===== src/rtl/store_unit_if.sv =====
// Bus bundle between the store engine and its surroundings: the request
// side from the control unit plus the shared word-addressed memory port.
// The master side is whoever issues requests and owns the memory; the
// slave side is the store engine itself.
interface store_unit_if;
  logic        start;
  logic [1:0]  store_type;
  logic [31:0] addr;
  logic [31:0] wdata;
  logic [31:0] mem_rdata;
  logic [31:0] mem_addr;
  logic [31:0] mem_wdata;
  logic        mem_wr;
  logic        busy;
  logic        done;
  logic        err;

  modport master (
    output start, store_type, addr, wdata, mem_rdata,
    input  mem_addr, mem_wdata, mem_wr, busy, done, err
  );

  modport slave (
    input  start, store_type, addr, wdata, mem_rdata,
    output mem_addr, mem_wdata, mem_wr, busy, done, err
  );
endinterface


===== src/rtl/store_unit.sv =====
// Multicycle memory-write engine. Word stores go straight to a single write
// cycle; byte and halfword stores read the containing word, wait out the
// memory read latency, merge the new lane in (little-endian) and write the
// whole word back. Illegal requests finish in one cycle with err and never
// touch memory.
module store_unit #(
  parameter int READ_LATENCY = 1
) (
  input  logic         clk,
  input  logic         reset,
  store_unit_if.slave  bus
);

  typedef enum logic [2:0] {
    IDLE,
    READ,
    WAIT,
    WRITE,
    DONE,
    ERR
  } state_t;

  localparam logic [1:0] TYPE_WORD = 2'b00;
  localparam logic [1:0] TYPE_HALF = 2'b01;
  localparam logic [1:0] TYPE_BYTE = 2'b10;

  localparam logic [2:0] LATENCY = 3'(READ_LATENCY);

  state_t      state;
  state_t      next_state;

  logic [31:0] mem_addr_q;
  logic [31:0] mem_wdata_q;
  logic [15:0] lane_q;
  logic [1:0]  type_q;
  logic [1:0]  offset_q;
  logic [2:0]  cnt;

  logic        request_bad;
  logic [31:0] merged;

  // Reserved type, misaligned word or odd halfword address cannot be stored
  always_comb begin
    request_bad = 1'b0;
    case (bus.store_type)
      TYPE_WORD: request_bad = (bus.addr[1:0] != 2'b00);
      TYPE_HALF: request_bad = bus.addr[0];
      TYPE_BYTE: request_bad = 1'b0;
      default:   request_bad = 1'b1;
    endcase
  end

  // Overlay the latched byte/halfword onto the word coming back from memory
  always_comb begin
    merged = bus.mem_rdata;
    if (type_q == TYPE_BYTE) begin
      merged[{offset_q, 3'b000} +: 8] = lane_q[7:0];
    end else begin
      merged[{offset_q[1], 4'b0000} +: 16] = lane_q;
    end
  end

  // State register
  always_ff @(posedge clk) begin
    if (reset) begin
      state <= IDLE;
    end else begin
      state <= next_state;
    end
  end

  // Next-state decode and the purely state-derived handshake outputs
  always_comb begin
    next_state = state;
    bus.mem_wr = 1'b0;
    bus.busy   = 1'b1;
    bus.done   = 1'b0;
    bus.err    = 1'b0;
    case (state)
      IDLE: begin
        bus.busy = 1'b0;
        if (bus.start) begin
          if (request_bad) begin
            next_state = ERR;
          end else if (bus.store_type == TYPE_WORD) begin
            next_state = WRITE;
          end else begin
            next_state = READ;
          end
        end
      end
      READ: begin
        next_state = WAIT;
      end
      WAIT: begin
        if (cnt == 3'd1) begin
          next_state = WRITE;
        end
      end
      WRITE: begin
        bus.mem_wr = 1'b1;
        next_state = DONE;
      end
      DONE: begin
        bus.done   = 1'b1;
        next_state = IDLE;
      end
      ERR: begin
        bus.done   = 1'b1;
        bus.err    = 1'b1;
        next_state = IDLE;
      end
      default: begin
        next_state = IDLE;
      end
    endcase
  end

  // Request latch, latency counter and memory address/data registers; the
  // memory-side registers only change when a legal request is taken or a
  // merge completes, so they hold steady in DONE/ERR/IDLE
  always_ff @(posedge clk) begin
    if (reset) begin
      mem_addr_q  <= 32'd0;
      mem_wdata_q <= 32'd0;
      lane_q      <= 16'd0;
      type_q      <= 2'b00;
      offset_q    <= 2'b00;
      cnt         <= 3'd0;
    end else begin
      case (state)
        IDLE: begin
          if (bus.start && !request_bad) begin
            mem_addr_q <= {bus.addr[31:2], 2'b00};
            lane_q     <= bus.wdata[15:0];
            type_q     <= bus.store_type;
            offset_q   <= bus.addr[1:0];
            if (bus.store_type == TYPE_WORD) begin
              mem_wdata_q <= bus.wdata;
            end
          end
        end
        READ: begin
          cnt <= LATENCY;
        end
        WAIT: begin
          cnt <= cnt - 3'd1;
          if (cnt == 3'd1) begin
            mem_wdata_q <= merged;
          end
        end
        default: begin
        end
      endcase
    end
  end

  assign bus.mem_addr  = mem_addr_q;
  assign bus.mem_wdata = mem_wdata_q;

endmodule


===== src/flat_wrapper.sv =====
// flat-port wrapper written by rule: the top's interface ports become plain ports
module store_unit_flat 
#(
  parameter int READ_LATENCY = 1
)
  (clk, reset, bus_start, bus_store_type, bus_addr, bus_wdata, bus_mem_rdata, bus_mem_addr, bus_mem_wdata, bus_mem_wr, bus_busy, bus_done, bus_err);
  store_unit_if bus_i ();
  input  logic clk;
  input  logic reset;
  input wire logic [$bits(bus_i.start)-1:0] bus_start;
  input wire logic [$bits(bus_i.store_type)-1:0] bus_store_type;
  input wire logic [$bits(bus_i.addr)-1:0] bus_addr;
  input wire logic [$bits(bus_i.wdata)-1:0] bus_wdata;
  input wire logic [$bits(bus_i.mem_rdata)-1:0] bus_mem_rdata;
  output wire logic [$bits(bus_i.mem_addr)-1:0] bus_mem_addr;
  output wire logic [$bits(bus_i.mem_wdata)-1:0] bus_mem_wdata;
  output wire logic [$bits(bus_i.mem_wr)-1:0] bus_mem_wr;
  output wire logic [$bits(bus_i.busy)-1:0] bus_busy;
  output wire logic [$bits(bus_i.done)-1:0] bus_done;
  output wire logic [$bits(bus_i.err)-1:0] bus_err;
  assign bus_i.start = bus_start;
  assign bus_i.store_type = bus_store_type;
  assign bus_i.addr = bus_addr;
  assign bus_i.wdata = bus_wdata;
  assign bus_i.mem_rdata = bus_mem_rdata;
  assign bus_mem_addr = bus_i.mem_addr;
  assign bus_mem_wdata = bus_i.mem_wdata;
  assign bus_mem_wr = bus_i.mem_wr;
  assign bus_busy = bus_i.busy;
  assign bus_done = bus_i.done;
  assign bus_err = bus_i.err;
  store_unit #(.READ_LATENCY(READ_LATENCY)) u_core (.clk(clk), .reset(reset), .bus(bus_i));
endmodule

===== config.mk =====
export PLATFORM = sky130hd
export DESIGN_NAME = store_unit_flat
export DESIGN_NICKNAME = d
export VERILOG_FILES = /design/src/rtl/store_unit_if.sv /design/src/rtl/store_unit.sv /design/src/flat_wrapper.sv
export SDC_FILE = /design/constraint.sdc
export NUM_CORES = 1
export LEC_CHECK = 0
export ABC_AREA = 0
export BUFFER_PORTS_ARGS = -buffer_cell sky130_fd_sc_hd__buf_2
export CORE_ASPECT_RATIO = 1.2
export CORE_MARGIN = 8
export CORE_UTILIZATION = 45
export DETAILED_ROUTE_END_ITERATION = 12
export PLACE_DENSITY_LB_ADDON = 0.08
export SYNTH_ARGS = -nofsm -noshare
export SYNTH_HDL_FRONTEND = slang
export SYNTH_SLANG_ARGS = --single-unit

===== constraint.sdc =====
create_clock -name clk -period 1.9 [get_ports clk]
set_clock_uncertainty 0.15 [all_clocks]
set_input_delay 0.38 -clock clk [delete_from_list [all_inputs] [get_ports clk]]
set_output_delay 0.38 -clock clk [all_outputs]
set_load 0.02 [all_outputs]

==> impl_metrics.csv <==
group,metric,value,unit
global_route,grt_pass1_vias,4544,
logic_synthesis,synth_cells,489,
logic_synthesis,synth_seq_area_share,37.2,%
clocking,cts_tree,"built",
clocking,cts_buffers,9,
logic_synthesis,async_reset_ff_share,0,%
power_and_ir_drop,power.total,5.13,mW
logic_synthesis,ys_types,48,
final_layout,final_nets,755,
timing,finalSetupViolCount,0,
placement,port-buffer-count,166,
placement,place_congestion,0.873,
clocking,clock-root-buffer,"clkbuf_16",
setup_path,crit_fanout,8,
power_and_ir_drop,intPower,3.72,mW
setup_path,reg2reg_depth,6,
detailed_routing,drt-pass1-iter-count,4,
final_layout,area_growth_syn_to_layout,27.9,%
power_and_ir_drop,p_per_area,848,nW/um^2
final_layout,final_common_cell,"buf_2",
timing,clock.fmax,0.544,GHz
setup_path,rr_startpoint,"u_core.offset_q[1]",
final_layout,final_cells,782,
setup_path,ff2ff_setup_slack,0.06,ns
clocking,clockBufferDepth,2,
detailed_routing,wl_per_cell,19.5,um
placement,dp.cells,765,
placement,hpwl,11200,um
setup_path,crit_type,"reg -> reg",
power_and_ir_drop,p_leak,2.59,nW
clocking,htreeDepth,3,
power_and_ir_drop,share_seq_of_total_power,40.3,%
hold_path,min_path_cells,3,
power_and_ir_drop,ir_worst_vdd,0.383,mV
timing,hold_ws,0.129,ns
clocking,cts_setup_buffers,0,
power_and_ir_drop,p_clk_share,40.9,%
global_route,grt_pass1_wl,23600,um
global_route,overflow,0,
clocking,cts_sinks,88,
power_and_ir_drop,p_sw,1.41,mW
logic_synthesis,ys.warnings.count,0,
clocking,clkTransAtPathRegs,0.07,ns
detailed_routing,drc,0,
logic_synthesis,synth-seq-cells,88,
detailed_routing,drt_wl_total,15300,um
timing,rsz0062_at_grt,"true",
detailed_routing,vias_per_cell,5.63,
timing,slew_violations,0,
floorplanning,core_region_area,10400,um^2
setup_path,arrival,1.97,ns
global_route,grt_max_degree,101,
timing,finalCritPeriodShare,96.8,%
flow_run,drv_cap,0,
logic_synthesis,avgSynthCellArea,9.67,um^2
floorplanning,num_rows,41,
logic_synthesis,synth_edf_count,0,
setup_path,reg2reg_to,"u_core.bus.mem_wdata[0]",
global_route,grt_usage,21.4,%
floorplanning,fp.dieW,110,um
floorplanning,io_pins,169,
timing,fin_tns_setup,0,ns
detailed_routing,first_iter_violations,265,
floorplanning,floorplan.initialDensity,45.6,%
global_route,antenna_found_initial,1,
hold_path,min_to,"u_core.bus.mem_addr[26]",
setup_path,critPathLaunchType,"flip-flop",
setup_path,worst_ep_required_time,2.03,ns
final_layout,final_cell_mix,"buf_2 (166), nand2_1 (102), dfxtp_1 (83)",
floorplanning,dieArea,14100,um^2
detailed_routing,antenna_left,0,
power_and_ir_drop,comb_power_share,18.9,%
final_layout,post-route-util,58.4,%
hold_path,hp-start,"bus_addr[26]",
detailed_routing,vias,4402,
timing,hold_viol,0,
final_layout,layout-drive-gt1-share,42.5,%
outcome,status,"finished, final reports clean",
hold_path,min_path_type,"in -> reg",
setup_path,worstSetupEndpointType,"flip-flop",
logic_synthesis,synth_flop_cell,"dfxtp_1",
floorplanning,fp.dieH,128,um
clocking,insertion_delay,0.34,ns
logic_synthesis,syn_area,4730,um^2
power_and_ir_drop,swShare,27.4,%
timing,fin_crit,1.84,ns
state kept, by name, summed over array words and instances, names as in the netlist:
name and count:
u_core.state 3, u_core.cnt 3, u_core.bus.mem_wdata 32, u_core.bus.mem_addr 30, u_core.offset_q 2, u_core.type_q 2
u_core.lane_q 16
worst max-delay path, stage by stage, from the launching register on:
cell and delay [ns]:
dfxtp_2 0.34, inv_2 0.13, ha_4 0.24, nor4b_1 0.30
a32o_2 0.29, a221o_1 0.17, o221a_1 0.17
cell type report:
cell class / count / area [um^2]
fill: 928 / 4310
multi-input combinational: 345 / 2600
sequential: 88 / 1770
timing repair buffer: 191 / 1110
clock buffer: 10 / 239
tap: 129 / 161
clock inverter: 6 / 115
inverter: 12 / 47.5
antenna: 1 / 2.50
metrics by stage:
stage | instance area [um^2] | worst slack [ns]
2_1_floorplan | 4750 | 0.00302
3_3_place_gp | 5650 | 0.0168
3_5_place_dp | 5650 | -0.0208
4_1_cts | 6000 | 0.00364
5_1_grt | 6050 | -0.00467
6_report | 6050 | 0.0601
routing by layer:
layer	track usage, %	part of all wire, %	up-vias
met3	4.98	7.4	24
met5	0	0	-
met4	8.28	2.2	0
li1	-	-	2115
met2	34.8	46	177
met1	26.5	44	2086
power by group through the flow:
stage                     Combinational, mW  Sequential, mW  Clock (mW)
after floorplan                       0.574            2.16           0
after global placement                0.934            2.10           0
after detailed placement              0.954            2.10           0
after CTS                             0.958            2.06        2.14
after global routing                   1.05            2.08        2.22
final                                 0.967            2.06        2.10
cell families (layout without fill, tap and decap cells):
family | Yosys count | in the layout | synth area share [%]
and+or+nand+nor | 182 | 182 | 22.3
DFF | 88 | 88 | 37.2
AOI/OAI and AO/OA | 80 | 80 | 13.7
muxes | 74 | 74 | 16.3
buffers and inverters | 57 | 219 | 8.52
adders and majority gates | 7 | 7 | 1.85
other | 1 | 3 | 0.0793
Yosys cell counts, drive strengths merged (7+ instances only):
master    n  area, um^2
o221a     8        90.1
nand2   102         383
ha        7        87.6
nor4     26         300
nor3     26         135
a221o     8        80.1
a221oi   25         219
o22ai    25         156
mux2     24         270
mux2i    50         500
clkbuf   15        56.3
dfxtp    88        1760
inv      12        45.0
buf      30         302
worst max-delay path by stage:
| stage | end | slack, ns | cells past startpoint | start |
|---|---|---|---|---|
| floorplan | u_core.bus.mem_wdata[11] | 0.003 | 8 | u_core.offset_q[1] |
| global placement | u_core.bus.mem_wdata[3] | 0.02 | 6 | u_core.cnt[1] |
| detailed placement | u_core.bus.mem_wdata[3] | -0.02 | 6 | u_core.cnt[1] |
| CTS | bus_busy | 0.004 | 4 | u_core.state[1] |
| global route | u_core.bus.mem_wdata[4] | -0.005 | 6 | u_core.offset_q[1] |
| finish | u_core.bus.mem_wdata[0] | 0.06 | 6 | u_core.offset_q[1] |
what timing repair did:
action,in CTS,in global routing
resized for setup,1,15
pin swaps,0,1
endpoints found under the setup margin,8,30
hold buffers,0,0
No activity file was read; power rests on OpenSTA's default activity.
